$ cat src/rtl/pipe_pkg.sv
`default_nettype none
// ============================================================================
// Module   : pipe_pkg
// Desc     : Shared types and defaults for the elastic pipeline stage register.
// Revision : 1.0 - initial release
// ============================================================================
package pipe_pkg;

    localparam int unsigned PIPE_CNT_W = 16;

    typedef enum logic [1:0] {
        ST_EMPTY = 2'd0,
        ST_FULL  = 2'd1,
        ST_SKID  = 2'd2
    } pipe_state_t;

endpackage
`default_nettype wire

$ cat src/rtl/pipe_slot.sv
`default_nettype none
// ============================================================================
// Module   : pipe_slot
// Desc     : One payload register with its valid bit (load / clear-valid).
// Revision : 1.0 - initial release
// ============================================================================
module pipe_slot #(
    parameter int WIDTH = 32
) (
    input  logic             clk,
    input  logic             reset_n,
    input  logic             load,
    input  logic             clr_valid,
    input  logic [WIDTH-1:0] d,
    output logic [WIDTH-1:0] q,
    output logic             valid
);

    logic [WIDTH-1:0] r_data;
    logic             r_valid;

    // Clearing the valid bit leaves the payload untouched.
    always_ff @(posedge clk or negedge reset_n) begin
        if (!reset_n) begin
            r_data  <= '0;
            r_valid <= 1'b0;
        end else begin
            if (load) begin
                r_data <= d;
            end
            if (clr_valid) begin
                r_valid <= 1'b0;
            end else if (load) begin
                r_valid <= 1'b1;
            end
        end
    end

    assign q     = r_data;
    assign valid = r_valid;

endmodule
`default_nettype wire

$ cat src/rtl/pipe_stage_reg.sv
`default_nettype none
// ============================================================================
// Module   : pipe_stage_reg
// Desc     : Elastic valid/ready pipeline stage with flush, optional skid slot
//            and a saturating stall-cycle counter.
// Revision : 1.0 - initial release
// ============================================================================
module pipe_stage_reg
    import pipe_pkg::*;
#(
    parameter int WIDTH = 32,
    parameter int SKID  = 0,
    parameter int CNT_W = PIPE_CNT_W
) (
    input  logic             clk,
    input  logic             reset_n,
    input  logic             flush,
    input  logic             s_valid,
    output logic             s_ready,
    input  logic [WIDTH-1:0] s_data,
    output logic             m_valid,
    input  logic             m_ready,
    output logic [WIDTH-1:0] m_data,
    output logic [CNT_W-1:0] stall_cnt,
    input  logic             cnt_clr
);

    localparam logic [CNT_W-1:0] c_cnt_one = CNT_W'(1);
    localparam logic [CNT_W-1:0] c_cnt_max = {CNT_W{1'b1}};

    logic [WIDTH-1:0] w_main_d;
    logic [WIDTH-1:0] w_main_q;
    logic             w_main_load;
    logic             w_main_clr;
    logic             w_main_valid;

    pipe_slot #(.WIDTH(WIDTH)) u_main (
        .clk       (clk),
        .reset_n   (reset_n),
        .load      (w_main_load),
        .clr_valid (w_main_clr),
        .d         (w_main_d),
        .q         (w_main_q),
        .valid     (w_main_valid)
    );

    generate
        if (SKID != 0) begin : g_skid
            pipe_state_t      r_state;
            pipe_state_t      w_next_state;
            logic             r_s_ready;
            logic [WIDTH-1:0] w_skid_q;
            logic             w_skid_load;
            logic             w_skid_clr;
            logic             w_skid_valid;

            pipe_slot #(.WIDTH(WIDTH)) u_skid (
                .clk       (clk),
                .reset_n   (reset_n),
                .load      (w_skid_load),
                .clr_valid (w_skid_clr),
                .d         (s_data),
                .q         (w_skid_q),
                .valid     (w_skid_valid)
            );

            // s_ready is a registered decode of the next state, so nothing on
            // the m-side reaches the s-side combinationally.
            always_ff @(posedge clk or negedge reset_n) begin
                if (!reset_n) begin
                    r_state   <= ST_EMPTY;
                    r_s_ready <= 1'b1;
                end else begin
                    r_state   <= w_next_state;
                    r_s_ready <= (w_next_state != ST_SKID);
                end
            end

            always_comb begin
                w_next_state = r_state;
                if (flush) begin
                    w_next_state = ST_EMPTY;
                end else begin
                    case (r_state)
                        ST_EMPTY: if (s_valid) w_next_state = ST_FULL;
                        ST_FULL: begin
                            if (s_valid && !m_ready) begin
                                w_next_state = ST_SKID;
                            end else if (!s_valid && m_ready) begin
                                w_next_state = ST_EMPTY;
                            end
                        end
                        ST_SKID:  if (m_ready) w_next_state = ST_FULL;
                        default:  w_next_state = ST_EMPTY;
                    endcase
                end
            end

            always_comb begin
                w_main_load = 1'b0;
                w_main_clr  = 1'b0;
                w_skid_load = 1'b0;
                w_skid_clr  = 1'b0;
                if (flush) begin
                    w_main_clr = 1'b1;
                    w_skid_clr = 1'b1;
                end else begin
                    case (r_state)
                        ST_EMPTY: w_main_load = s_valid;
                        ST_FULL: begin
                            if (s_valid && m_ready) begin
                                w_main_load = 1'b1;
                            end else if (s_valid) begin
                                w_skid_load = 1'b1;
                            end else if (m_ready) begin
                                w_main_clr = 1'b1;
                            end
                        end
                        ST_SKID: begin
                            if (m_ready) begin
                                w_main_load = 1'b1;
                                w_skid_clr  = 1'b1;
                            end
                        end
                        default: ;
                    endcase
                end
            end

            // An occupied skid slot always drains into main before new data.
            assign w_main_d = w_skid_valid ? w_skid_q : s_data;
            assign s_ready  = r_s_ready;
        end else begin : g_single
            logic w_s_ready;

            assign w_s_ready   = m_ready || !w_main_valid;
            assign w_main_load = s_valid && w_s_ready && !flush;
            assign w_main_clr  = flush || (w_main_valid && m_ready && !w_main_load);
            assign w_main_d    = s_data;
            assign s_ready     = w_s_ready;
        end
    endgenerate

    assign m_valid = w_main_valid;
    assign m_data  = w_main_q;

    logic [CNT_W-1:0] r_stall_cnt;

    always_ff @(posedge clk or negedge reset_n) begin
        if (!reset_n) begin
            r_stall_cnt <= '0;
        end else if (cnt_clr) begin
            r_stall_cnt <= '0;
        end else if (w_main_valid && !m_ready && (r_stall_cnt != c_cnt_max)) begin
            r_stall_cnt <= r_stall_cnt + c_cnt_one;
        end
    end

    assign stall_cnt = r_stall_cnt;

endmodule
`default_nettype wire
$ cat config.mk
export PLATFORM = sky130hd
export DESIGN_NAME = pipe_stage_reg
export DESIGN_NICKNAME = d
export VERILOG_FILES = /design/src/rtl/pipe_pkg.sv /design/src/rtl/pipe_slot.sv /design/src/rtl/pipe_stage_reg.sv
export SDC_FILE = /design/constraint.sdc
export NUM_CORES = 1
export LEC_CHECK = 0
export ABC_AREA = 1
export ABC_CLOCK_PERIOD_IN_PS = 3200
export BUFFER_PORTS_ARGS = -buffer_cell sky130_fd_sc_hd__buf_2
export CORE_MARGIN = 1
export CORE_UTILIZATION = 52
export DETAILED_ROUTE_END_ITERATION = 8
export GPL_ROUTABILITY_DRIVEN = 0
export PLACE_DENSITY = 0.84
export SYNTH_ARGS = -nofsm -noshare
export SYNTH_HDL_FRONTEND = slang
export SYNTH_SLANG_ARGS = --single-unit
$ cat constraint.sdc
create_clock -name clk -period 3.2 [get_ports clk]
set_clock_uncertainty 0.2 [all_clocks]
set_input_delay 0.48 -clock clk [delete_from_list [all_inputs] [get_ports clk]]
set_output_delay 0.48 -clock clk [all_outputs]
set_load 0.005 [all_outputs]
**After elaboration in Yosys (flattened, before gate mapping)**

Index checks and enable logic that the tools add are counted.
Widths: inputs -> output; s select.

- Bits of input ports: 38
- Logic and storage cells: 23
- Output and inout port bits: 50
- Register bits: 49

- Reduce and logical (&&, ||, !) cells: 14
- Equal/unequal tests: 1
- $add $sub $neg: 1
- Muxes and demuxes: 4

Operators by type and width:

| kind | count |
|---|---|
| $mux 16 | 2 |
| $add 16x1->16 const B | 1 |
| $ne 16x16->1 const B | 1 |
| $logic_and 1x1->1 | 6 |
| $logic_not 1->1 | 4 |
| $reduce_bool 2->1 | 2 |
| $logic_or 1x1->1 | 2 |
| $mux 1 | 2 |

**Longest topological paths before layout**

- Depth in word-level cells: 8
- Gate-level depth with buffers: 10
- Gate-level depth less buffers: 9

**Modules after synthesis**

From an unflattened synthesis, not the netlist that was laid out.

- Cells, all modules: 304
- Area, all modules: 2,401.1 um^2

By module, submodules not included:

| module | sequential area each (um^2) | area each (um^2) | cells each | instances |
|---|---|---|---|---|
| pipe_slot | 825.8 | 1,267.5 | 139 | 1 |
| pipe_stage_reg | 400.4 | 1,133.6 | 165 | 1 |

**Worst setup path after synthesis**

OpenSTA, ideal clock, no wires.

- Path kind: register -> register
- From: register r_stall_cnt[0] (netlist: stall_cnt[0])
- To: register r_stall_cnt[2] (netlist: stall_cnt[2])
- Data arrival time: 1.462 ns
- Clock period less this slack: 1.728 ns
- Path slack: 1.472 ns
- Stages on the path, launching flop included: 10
- Path buffers: 1
- Library setup time: 0.066 ns
- Data required time: 2.934 ns
- Cells stage by stage: dfrtp_1 ha_1 nand2_2 nor2_2 nand2_2 nor2_4 nor2_4 buf_2 nand4_1 nand2_1

- Cells in the longest elaborated chain, start to end: 3
- Elaborated cells on any way between the ends: 6
- Classes of those cells: add/sub (1); eq/ne (1); mux (2); reduce/logical (2)

Ends and longest elaborated chain:

| what | RTL line | text |
|---|---|---|
| start: declaration | pipe_stage_reg.sv:147 | `logic [CNT_W-1:0] r_stall_cnt;` |
| start signal: assignment | pipe_stage_reg.sv:155 | `r_stall_cnt <= r_stall_cnt + c_cnt_one;` |
| $add 16x1->16 / $ne 16x16->1 (equally long branches) | pipe_stage_reg.sv:155, pipe_stage_reg.sv:154 |  |
| $mux 16 / $logic_and 1x1->1 (equally long branches) | pipe_stage_reg.sv:154 | `end else if (w_main_valid && !m_ready && (r_stall_cnt != c_cnt_max)) begin` |
| $mux 16 / $reduce_bool 2->1 (equally long branches) | - |  |

Parallel ways exist; a longest one is shown, timed or not. The select of a mux whose other input is x is not followed.
A chain may end at the register's enable or synchronous reset.

**Worst setup path after layout**

- From: register r_stall_cnt[0] (netlist: stall_cnt[0])
- To: register r_stall_cnt[0] (netlist: stall_cnt[0])

The elaborated chain is that of the path after synthesis.

==> summary.md <==
| Metric | Value |
|---|---|
| First-pass GRT wire length | `7360 um` |
| Number of enable flip-flop cells after synthesis | `0` |
| Worst slew pin tran | `1050 ps` |
| Number of ports placed on the die boundary | `88` |
| Leak Pwr | `1.47 nW` |
| Synthesized area per cell | `10.1 um^2` |
| Clock transition at the registers of the reported paths | `90 ps` |
| Area of all sequential standard cells | `1230 um^2` |
| Portion of the post-synthesis area used by sequential elements | `53.9%` |
| Number of port buffers | `87` |
| Reg power frac | `52.8%` |
| Switching share of power | `24.0%` |
| Latest clock arrival within the worst-skew pair | `300 ps` |
| HPWL after DPL | `3520 um` |
| Grt ovf | `0` |
| Final critical-path share of the clock period | `60.2%` |
| Hold buffer count at CTS | `0` |
| Peak fanout along the critical path | `16` |
| Post-cts resize count | `0` |
| Total negative slack for setup checks | `0 ps` |
| Crit path arrival time | `1920 ps` |
| Final Hold Slack | `133 ps` |
| Internal cell power | `1.04 mW` |
| Final routed wire length divided by cell count | `13.1 um` |
| Pre-CTS setup slack | `1260 ps` |
| Maximum resistive drop on vdd | `0.000405 V` |
| Final Total Pwr | `1.37 mW` |
| Top cells by count, synth | `sky130_fd_sc_hd__nand2_1, sky130_fd_sc_hd__dfrtp_1, sky130_fd_sc_hd__mux2_2, sky130_fd_sc_hd__inv_1` |
| Min Tclk post-route | `1930 ps` |
| Buffer levels on the longest clock path | `2` |
| Result of the run | `finished clean` |
| Vertical die dimension | `68.1 um` |
| Post-route ant nets | `0` |
| Number of remaining DRC errors | `0` |
| TritonCTS sink count | `49` |
| Final Hold Viols | `0` |
| Starting density of the core | `55.6%` |
| Clock tree root driver cell | `sky130_fd_sc_hd__clkbuf_8` |
| Via total after detailed routing | `1849` |
| Number of instances in the synthesized netlist | `226` |
| Worst Setup Start Kind | `flip-flop` |
| Power Density | `480 nW/um^2` |
| Aggregate routed wire length | `4780 um` |
| Cell with the most instances after synthesis | `sky130_fd_sc_hd__nand2_1` |
| Die X | `68.1 um` |
| Total core area | `4090 um^2` |
| Filler Cell Count | `323` |
| Number of antenna violations at the first check in global routing | `0` |
| TritonCTS clock tree | `yes` |
| Area share of the leading cell type in the synthesized netlist | `53.9%` |
| Fraction of final layout cells with drive strength greater than 1 | `39.6%` |
| Pin count of the biggest net entering global routing | `50` |
| First-pass iteration count of the detailed router | `4` |
| Final Worst Setup Slack | `1270 ps` |
| Type of the worst setup path | `flip-flop to flip-flop` |
| Total global routing track utilization | `21.7%` |
| Nets in the synthesized netlist | `265` |
| Kind of path behind the tightest hold check | `primary input to flip-flop` |
| Ys Warns | `0` |
| Largest cells by area after synthesis | `sky130_fd_sc_hd__dfrtp_1, sky130_fd_sc_hd__mux2_2, sky130_fd_sc_hd__nand2_1` |
| Proportion of synthesized flip-flops having asynchronous set or reset | `100%` |
| Max-cap violation count | `0` |
| Clock share of power | `31.9%` |
| Synth Flop Type | `sky130_fd_sc_hd__dfrtp_1` |
| CTS Buf Count | `5` |
| Total standard cell area after synthesis | `2270 um^2` |
| Combinational Power Share | `15.3%` |
| Per-cell via count in the routed design | `5.05` |
| Post-CTS setup buffer count | `0` |
| Setup violation total in the final timing report | `0` |
| Signed area change from the synthesized netlist to the final layout | `25.6%` |
| P_sw | `329 uW` |
| Slew margin rel. | `29.7%` |
| Diodes inserted | `0` |
| Number of core rows | `23` |
| CP Capture Type | `flip-flop` |
| Number of levels in the clock H-tree | `2` |
| Register bit count reported by yosys | `49` |
| Area occupied by multi-input gates | `948 um^2` |
| Cell variety after synth | `21` |
| Fin util | `69.9%` |
| Setup repair after global routing missed its margin | `false` |
| Count of routing violations after the opening detailed-route iteration | `116` |
| Max-slew violation count | `0` |
| Vias in the first global route | `1753` |
| Synth area leader | `sky130_fd_sc_hd__dfrtp_1` |
| Endpoint required time on the critical path | `3190 ps` |
| Highest Clock Rate | `0.519 GHz` |
| Die footprint | `4640 um^2` |
| Number of nets in the layout | `354` |
-- path summary, 6_finish.rpt --
check	startpoint	to	slack, ps	cells past startpoint
max	stall_cnt[0]	stall_cnt[0]	1270	9
min	flush	u_main.valid	130	2
max reg2reg	stall_cnt[0]	stall_cnt[0]	1270	9
min reg2reg	u_main.q[17]	u_main.q[17]	290	1
max in group asynchronous	reset_n	u_main.q[23]	1990	1
min in group asynchronous	reset_n	stall_cnt[3]	160	1
-- sequential cells by signal, summed over array words and instances, names as in the netlist --
name,flops
u_main.valid,1
stall_cnt,16
u_main.q,32
-- power groups by stage --
stage / sequential, mW / clock (mW) / combinational, mW
global route: 0.734 / 0.469 / 0.231
detailed placement: 0.737 / 0 / 0.213
floorplan: 0.742 / 0 / 0.0849
finish: 0.724 / 0.438 / 0.209
global placement: 0.734 / 0 / 0.204
CTS: 0.725 / 0.448 / 0.214
-- cell usage in the layout (no fill, tap or decap), drive strengths merged --
cell	Yosys	routed
nand3	16	16
dfrtp	49	49
inv	17	17
mux2	32	32
nand3b	2	2
nand4	10	10
nor2	21	21
clkinv	0	1
bufinv	0	1
nand2	64	64
clkbuf	1	6
a21oi	3	3
buf	5	88
ha	1	1
or2	1	1
xor2	3	3
nor3	1	1
-- cells by family (layout without fill, tap and decap cells) --
kind of cell    count (synthesis)  in the layout  synth area share, %
mux                            32             32                 15.9
flops                          49             49                 53.9
xor+xnor                        3              3                 1.16
fa+ha+maj                       1              1                0.550
buf+inv                        23            113                 4.35
simple gates                  115            115                 23.5
compound gates                  3              3                0.660
-- critical path: stages (launching register included) --
cell and delay [ps]:
sky130_fd_sc_hd__dfrtp_1 430, sky130_fd_sc_hd__ha_1 250, sky130_fd_sc_hd__nand2_2 90, sky130_fd_sc_hd__nor2_2 60
sky130_fd_sc_hd__nand2_2 120, sky130_fd_sc_hd__nor2_4 60, sky130_fd_sc_hd__nor2_4 370, sky130_fd_sc_hd__nor2_8 110
sky130_fd_sc_hd__nand2_1 80, sky130_fd_sc_hd__nand2_1 50
-- area by class of cell --
cell class              count  share of cell area [%]
flip-flops and latches     49                    42.9
multi-input cells         154                    33.2
repair buffers             88                    15.5
clock buffers               6                    2.54
inverters                  17                    2.23
well taps                  50                    2.19
clock inverters             2                    1.36
-- through the flow --
| stage | cell area [um^2] | cells |
|---|---|---|
| 2_1_floorplan | 2270 | 226 |
| 5_1_grt | 2860 | 366 |
| 4_1_cts | 2860 | 366 |
| 3_5_place_dp | 2740 | 358 |
| 6_report | 2860 | 366 |
| 3_3_place_gp | 2740 | 358 |
-- layer usage --
layer | routed length, um | track usage, %
met1 | 1950 | 25.6
met2 | 2480 | 36.0
met3 | 231 | 5.33
met4 | 111 | 11.7
met5 | 0 | 0
No activity file was read; power rests on OpenSTA's default activity.
